File: config.mk
export PLATFORM = sky130hd
export DESIGN_NAME = imem_loader
export DESIGN_NICKNAME = d
export VERILOG_FILES = /design/src/rtl/imem_loader_pkg.sv /design/src/rtl/imem_loader.sv
export SDC_FILE = /design/constraint.sdc
export NUM_CORES = 1
export LEC_CHECK = 0
export CAP_MARGIN = 30
export CORE_MARGIN = 1.5
export CORE_UTILIZATION = 30
export DETAILED_ROUTE_END_ITERATION = 8
export GPL_ROUTABILITY_DRIVEN = 0
export PLACE_DENSITY = 0.86
export SLEW_MARGIN = 20
export SYNTH_ARGS = -nofsm -noshare
export SYNTH_HDL_FRONTEND = slang
export SYNTH_SLANG_ARGS = --single-unit
File: constraint.sdc
create_clock -name clk -period 3.8 [get_ports clk]
set_input_delay 1.14 -clock clk [delete_from_list [all_inputs] [get_ports clk]]
set_output_delay 1.14 -clock clk [all_outputs]
set_load 0.05 [all_outputs]
File: src/rtl/imem_loader_pkg.sv
// rtl/imem_loader_pkg.sv - shared types and constants for the instruction memory loader
// Holds the loader state encoding, default memory geometry and the nop word
// returned to the CPU on illegal fetches or while it is held.
package imem_loader_pkg;

  typedef enum logic [1:0] {
    IDLE = 2'd0,
    LOAD = 2'd1,
    RUN  = 2'd2,
    ERR  = 2'd3
  } state_t;

  localparam int DEPTH_DEF  = 128;
  localparam int ADDR_W_DEF = 7;

  localparam logic [31:0] NOP_WORD = 32'h00000000;

endpackage

File: src/rtl/imem_loader.sv
// rtl/imem_loader.sv - program loader and fetch-port arbiter for the instruction RAM
// Ports:
//   clk, reset          clock, asynchronous active-high reset
//   start               pulse that (re)starts a load from word 0
//   s_valid/s_ready     load stream handshake; s_data word, s_last final word
//   cpu_addr/cpu_inst   CPU fetch byte address and returned instruction
//   cpu_hold            keeps the CPU in reset outside RUN
//   mem_we/mem_addr/mem_wdata/mem_rdata  external RAM port (combinational read)
//   load_count          words written by the current or last load
//   done/err            RUN / overflow state flags
//   fetch_fault         sticky flag for misaligned or out-of-range fetches
module imem_loader
  import imem_loader_pkg::*;
#(
  parameter int DEPTH  = DEPTH_DEF,
  parameter int ADDR_W = ADDR_W_DEF
) (
  input  logic              clk,
  input  logic              reset,
  input  logic              start,
  input  logic              s_valid,
  output logic              s_ready,
  input  logic [31:0]       s_data,
  input  logic              s_last,
  input  logic [31:0]       cpu_addr,
  output logic [31:0]       cpu_inst,
  output logic              cpu_hold,
  output logic              mem_we,
  output logic [ADDR_W-1:0] mem_addr,
  output logic [31:0]       mem_wdata,
  input  logic [31:0]       mem_rdata,
  output logic [ADDR_W:0]   load_count,
  output logic              done,
  output logic              err,
  output logic              fetch_fault
);

  // load_count is one bit wider than the address so it can represent a full memory
  localparam logic [ADDR_W:0] FULL_COUNT = (ADDR_W+1)'(DEPTH);
  localparam logic [ADDR_W:0] COUNT_ONE  = (ADDR_W+1)'(1);

  state_t state;
  logic   in_load;
  logic   in_run;
  logic   fetch_bad;
  logic   accept;

  assign in_load = (state == LOAD);
  assign in_run  = (state == RUN);

  // Misaligned, or beyond the byte range covered by the RAM
  assign fetch_bad = (cpu_addr[1:0] != 2'b00) || (cpu_addr[31:ADDR_W+2] != '0);

  // start takes priority over a beat presented in the same cycle
  assign s_ready = in_load && !start && (load_count < FULL_COUNT);
  assign accept  = s_valid && s_ready;

  assign mem_we    = accept;
  assign mem_wdata = s_data;
  assign mem_addr  = in_run ? cpu_addr[ADDR_W+1:2] : load_count[ADDR_W-1:0];
  assign cpu_inst  = (in_run && !fetch_bad) ? mem_rdata : NOP_WORD;

  always_ff @(posedge clk or posedge reset) begin
    if (reset) begin
      state       <= IDLE;
      load_count  <= '0;
      cpu_hold    <= 1'b1;
      fetch_fault <= 1'b0;
      done        <= 1'b0;
      err         <= 1'b0;
    end else if (start) begin
      state       <= LOAD;
      load_count  <= '0;
      fetch_fault <= 1'b0;
      cpu_hold    <= 1'b1;
      done        <= 1'b0;
      err         <= 1'b0;
    end else begin
      case (state)
        LOAD: begin
          if (accept) begin
            load_count <= load_count + COUNT_ONE;
            if (s_last) begin
              state    <= RUN;
              done     <= 1'b1;
              cpu_hold <= 1'b0;
            end
          end else if (s_valid && (load_count == FULL_COUNT)) begin
            // Program longer than the memory: park until a new start
            state <= ERR;
            err   <= 1'b1;
          end
        end
        RUN: begin
          if (fetch_bad) begin
            fetch_fault <= 1'b1;
          end
        end
        default: begin
        end
      endcase
    end
  end

endmodule

### Word-level counts from Yosys, hierarchy flattened

Index checks and enable logic that the tools add are counted.

| word-level totals | value |
|---|---|
| bits in read-only memories | 0 |
| memories | 0 |
| word-level logic and storage cells | 60 |
| bits in latches | 0 |
| input port bits | 101 |
| memory bits (writable) | 0 |
| register bits after elaboration | 14 |

| cells by class | value |
|---|---|
| multiplexer cells | 25 |
| add/sub/neg operators | 1 |
| bitwise operators | 0 |
| multiply operators | 0 |
| shift-type cells | 0 |
| divide/modulo/power cells | 0 |
| eq/ne operators | 5 |
| magnitude comparators | 1 |
| reductions and logical operators | 22 |

Operators with widths:

| operator | count |
|---|---|
| two-way mux 32 bit | 1 |
| two-way mux 8 bit | 3 |
| nonzero test 23 bit | 1 |
| two-way mux 1 bit | 15 |
| nonzero test 2 bit | 7 |
| two-way mux 2 bit | 5 |
| AND reduction 3 bit | 3 |
| adder 8 x 1 -> 8 bit, second input constant | 1 |
| == test 8 bit, second input constant | 1 |
| less-than comparator 8 bit, second input constant | 1 |
| two-way mux 7 bit | 1 |
| logical AND 1 bit | 5 |
| AND reduction 2 bit | 2 |
| inequality test 3 bit, second input constant | 1 |
| nonzero test 3 bit | 1 |
| == test 2 x 1 -> 1 bit, second input constant | 1 |
| == test 2 bit, second input constant | 1 |
| zero test 1 bit | 2 |
| inequality test 2 bit, second input constant | 1 |
| logical OR 1 bit | 1 |

### Depth between registers and ports, before layout

| logic depth | value |
|---|---|
| depth after elaboration | 7 |
| mapped depth | 5 |

### Worst setup path after synthesis

Ideal clock, no wire load.

| timing path | value |
|---|---|
| path type | in2out |
| start | input port cpu_addr[20] |
| end | output port cpu_inst[1] |
| slack | -0.615 ns |
| buffers on the path | 1 |
| arrival | 3.275 ns |
| required time | 2.660 ns |
| cell stages on the path | 4 |
| cell sequence | nor4_2 nand3_1 buf_2 nor4_1 |

| between the ends | value |
|---|---|
| cells in the longest elaborated chain, start to end | 5 |

RTL lines:

| item | RTL line | RTL |
|---|---|---|
| from (decl) | imem_loader.sv:25 | `input logic [31:0] cpu_addr,` |
| nonzero test 23 bit | imem_loader.sv:52 | `assign fetch_bad = (cpu_addr[1:0] != 2'b00) \|\| (cpu_addr[31:ADDR_W+2] != '0);` |
| logical OR 1 bit | imem_loader.sv:52 |  |
| zero test 1 bit | imem_loader.sv:61 | `assign cpu_inst = (in_run && !fetch_bad) ? mem_rdata : NOP_WORD;` |
| logical AND 1 bit | imem_loader.sv:61 |  |
| two-way mux 32 bit | imem_loader.sv:61 |  |
| to (decl) | imem_loader.sv:26 | `output logic [31:0] cpu_inst,` |

Every way passes these cells.

### Worst setup path after layout

| timing path | value |
|---|---|
| start | input port cpu_addr[14] |
| end | output port cpu_inst[27] |

Same word-level chain as after synthesis.

==> flow_metrics.py <==
metrics = {
    "run_status": {
        "status": "finished, final reports clean",
    },
    "logic_synthesis": {
        "synth-edff-count": 0,
        "synth_top_area_share_pct": 25.1,
        "yosysTopAreaCell": "nor4_2",
        "netlist_area_um2": 1690,
        "yosysUniqueCellTypes": 39,
        "avgSynthCellArea_um2": 8.82,
        "synthFlopType": "dfrtp_1",
        "netlist_instances": 192,
        "synth_area_leaders": "nor4_2 25%, dfrtp_1 19%, buf_4 14%, inv_1 8.6%, mux2_2 4.7%",
        "synth_seq_area_share_pct": 20.8,
        "syn-num-nets": 295,
        "synthArstFlopShare_pct": 100,
        "synth_seq_cells": 14,
        "yosysWarnings": 0,
    },
    "die": {
        "die_area_um2": 6100,
        "dieHeight_um": 78.1,
        "ioPinCount": 186,
        "die_x_um": 78.1,
        "rows": 27,
        "initial_core_util_pct": 30.9,
        "core_area_um2": 5470,
    },
    "drt": {
        "wirelength_mm": 6.65,
        "drt-pass1-iter-count": 4,
        "drt_iter0_drc": 73,
        "antenna_left": 0,
        "vias_per_cell": 4.83,
        "drcViolationCount": 0,
        "via_count": 1810,
        "wl_per_cell_um": 17.7,
    },
    "timing": {
        "rsz0062_at_grt": "true",
        "setup_viol": 0,
        "setup_tns_ps": 0,
        "fmax_mhz": 263,
        "hold_viol": 0,
        "drv_slew": 0,
        "worst_slew_pin_slew_ps": 575,
        "period_share_pct": 99.9,
        "skew_ps": 4.83,
        "period_needed_ps": 3800,
        "slew_headroom_pct": 61.6,
        "worst_slack_ps": 2.06,
    },
    "finish": {
        "layout-drive-gt1-share_pct": 46.9,
        "final_cells": 375,
        "syn_to_final_growth_pct": 121,
        "final_nets": 407,
        "diodes": 0,
    },
    "cts": {
        "clockRootBuffer": "clkbuf_8",
        "numCtsBuffers": 3,
        "cts_max_path_buffers": 2,
        "cts_tree": "done",
        "clkTransAtPathRegs_ps": 50,
        "holdBufCountCts": 0,
        "clock-sinks": 14,
        "clkLatencyLatePin_ps": 250,
        "htreeDepth": 1,
    },
    "global_routing": {
        "grt_usage_pct": 21.3,
        "grt_pass1_wl_mm": 10.1,
        "gr-total-overflow": 0,
        "antenna_found_initial": 0,
        "grt_pass1_vias": 1896,
        "grt_max_degree": 21,
    },
    "critical_path": {
        "cp-start-kind": "input port",
        "end_kind": "output pin",
        "cp_max_fo": 4,
        "cp.required_ps": 2660,
        "worst_ep_arrival_time_ps": 2660,
        "reg2reg_from": "state[1]",
        "critPathKind": "in2out",
        "critical_path.startpoint": "cpu_addr[14]",
    },
    "placement": {
        "port_buffers": 121,
        "post-place-ws_ps": -335,
        "hpwl_mm": 4.89,
        "dp.cells": 357,
    },
    "pwr": {
        "p_clk_share_pct": 26.8,
        "p_total_mw": 0.473,
        "seq_power_share_pct": 34.1,
        "power_per_cell_area_nw_per_um2": 126,
        "ir_drop_v": 0.000199,
        "p_comb_share_pct": 39.1,
        "switchingPower_mw": 0.152,
        "p_int_mw": 0.320,
        "p_leak_nw": 1.70,
        "switching_share_pct": 32.2,
    },
    "hold_path": {
        "min_from": "err",
        "holdCritPathClass": "reg2reg",
    },
    "flow_run": {
        "cap_violations": 0,
    },
}
## cells by family after synthesis
group / synth area share, %
AOI/OAI and AO/OA: 6.43
xor gates and xnor gates: 0.517
adders and majority gates: 1.48
buffers and inverters: 27.4
DFF: 20.8
muxes: 5.91
and+or+nand+nor: 37.5
## metrics by stage
stage / hold slack (ps) / util (%) / area [um^2]
2_1_floorplan: 518 / - / 1950
3_3_place_gp: 492 / 62.7 / 3430
3_5_place_dp: 498 / 62.7 / 3430
4_1_cts: 515 / 67.9 / 3720
5_1_grt: 524 / 68.3 / 3740
6_report: 509 / 68.3 / 3740
## Yosys cell counts (2+ instances only)
master and instances:
inv_1 39, nor4_2 34, buf_4 32, dfrtp_1 13, buf_2 8, mux2_2 7
a21oi_1 5, nand3_1 5, nor2_1 5, nor4_1 4, buf_6 3, nand2_1 3
nor2b_1 3, a21o_1 2, ha_1 2, nand4b_1 2, o21ai_0 2, or3_1 2
## placed cells by master (no fill, tap or decap), types with 4 or more instances in the layout
cell type,netlist,final
buf_4,32,23
buf_2,8,4
a21oi_1,5,5
dfrtp_1,13,13
nor4_4,0,36
nor2_1,5,4
inv_1,39,39
clkbuf_2,0,6
buf_6,3,9
clkdlybuf4s50_1,0,55
dlygate4sd2_1,0,6
nand3_1,5,4
mux2_2,7,7
buf_12,0,41
## worst paths after layout
check                           endpoint  slack, ps  cells past startpoint
min                                  err        510                      2
min reg2reg                          err        510                      2
max in group asynchronous       cpu_hold       2170                      2
max                         cpu_inst[27]          2                      8
max reg2reg                load_count[5]       2060                      3
min in group asynchronous  load_count[0]       1250                      2
## power by group through the flow
stage | combinational, mW | clock (mW) | sequential [mW]
finish | 0.185 | 0.127 | 0.161
global route | 0.194 | 0.136 | 0.162
global placement | 0.180 | 0 | 0.164
detailed placement | 0.184 | 0 | 0.164
CTS | 0.183 | 0.130 | 0.161
floorplan | 0.155 | 0 | 0.176
## sequential cells by signal (all words and copies together), names as in the netlist
name and cells:
state 2, done 1, load_count 8, fetch_fault 1, cpu_hold 1, err 1
## critical path: stages
cell and delay (ps):
buf_8 100, nor4_4 330, nand4_4 160, buf_12 170, buf_12 120, buf_16 130
nor4_4 330, buf_12 180
## layout make-up
class / instances / area (um^2)
Clock buffer: 4 / 45.0
Sequential cell: 14 / 352
Inverter: 39 / 146
Timing Repair Buffer: 151 / 1860
Tap cell: 72 / 90.1
Fill cell: 396 / 1730
Multi-Input combinational cell: 95 / 1250
## timing repair
item,in CTS,in global routing
hold endpoints to repair,0,0
pin swaps,14,21
gates cloned,3,0
buffers inserted,7,5
endpoints found under the setup margin,32,21
resized for setup,86,14
## routing by layer
metal / wire length (um) / global-route usage [%]
met1: 2320 / 22.7
met2: 3690 / 41.3
met3: 519 / 4.53
met4: 115 / 6.43
met5: 0 / 0
Power figures use the tool's default switching activity.
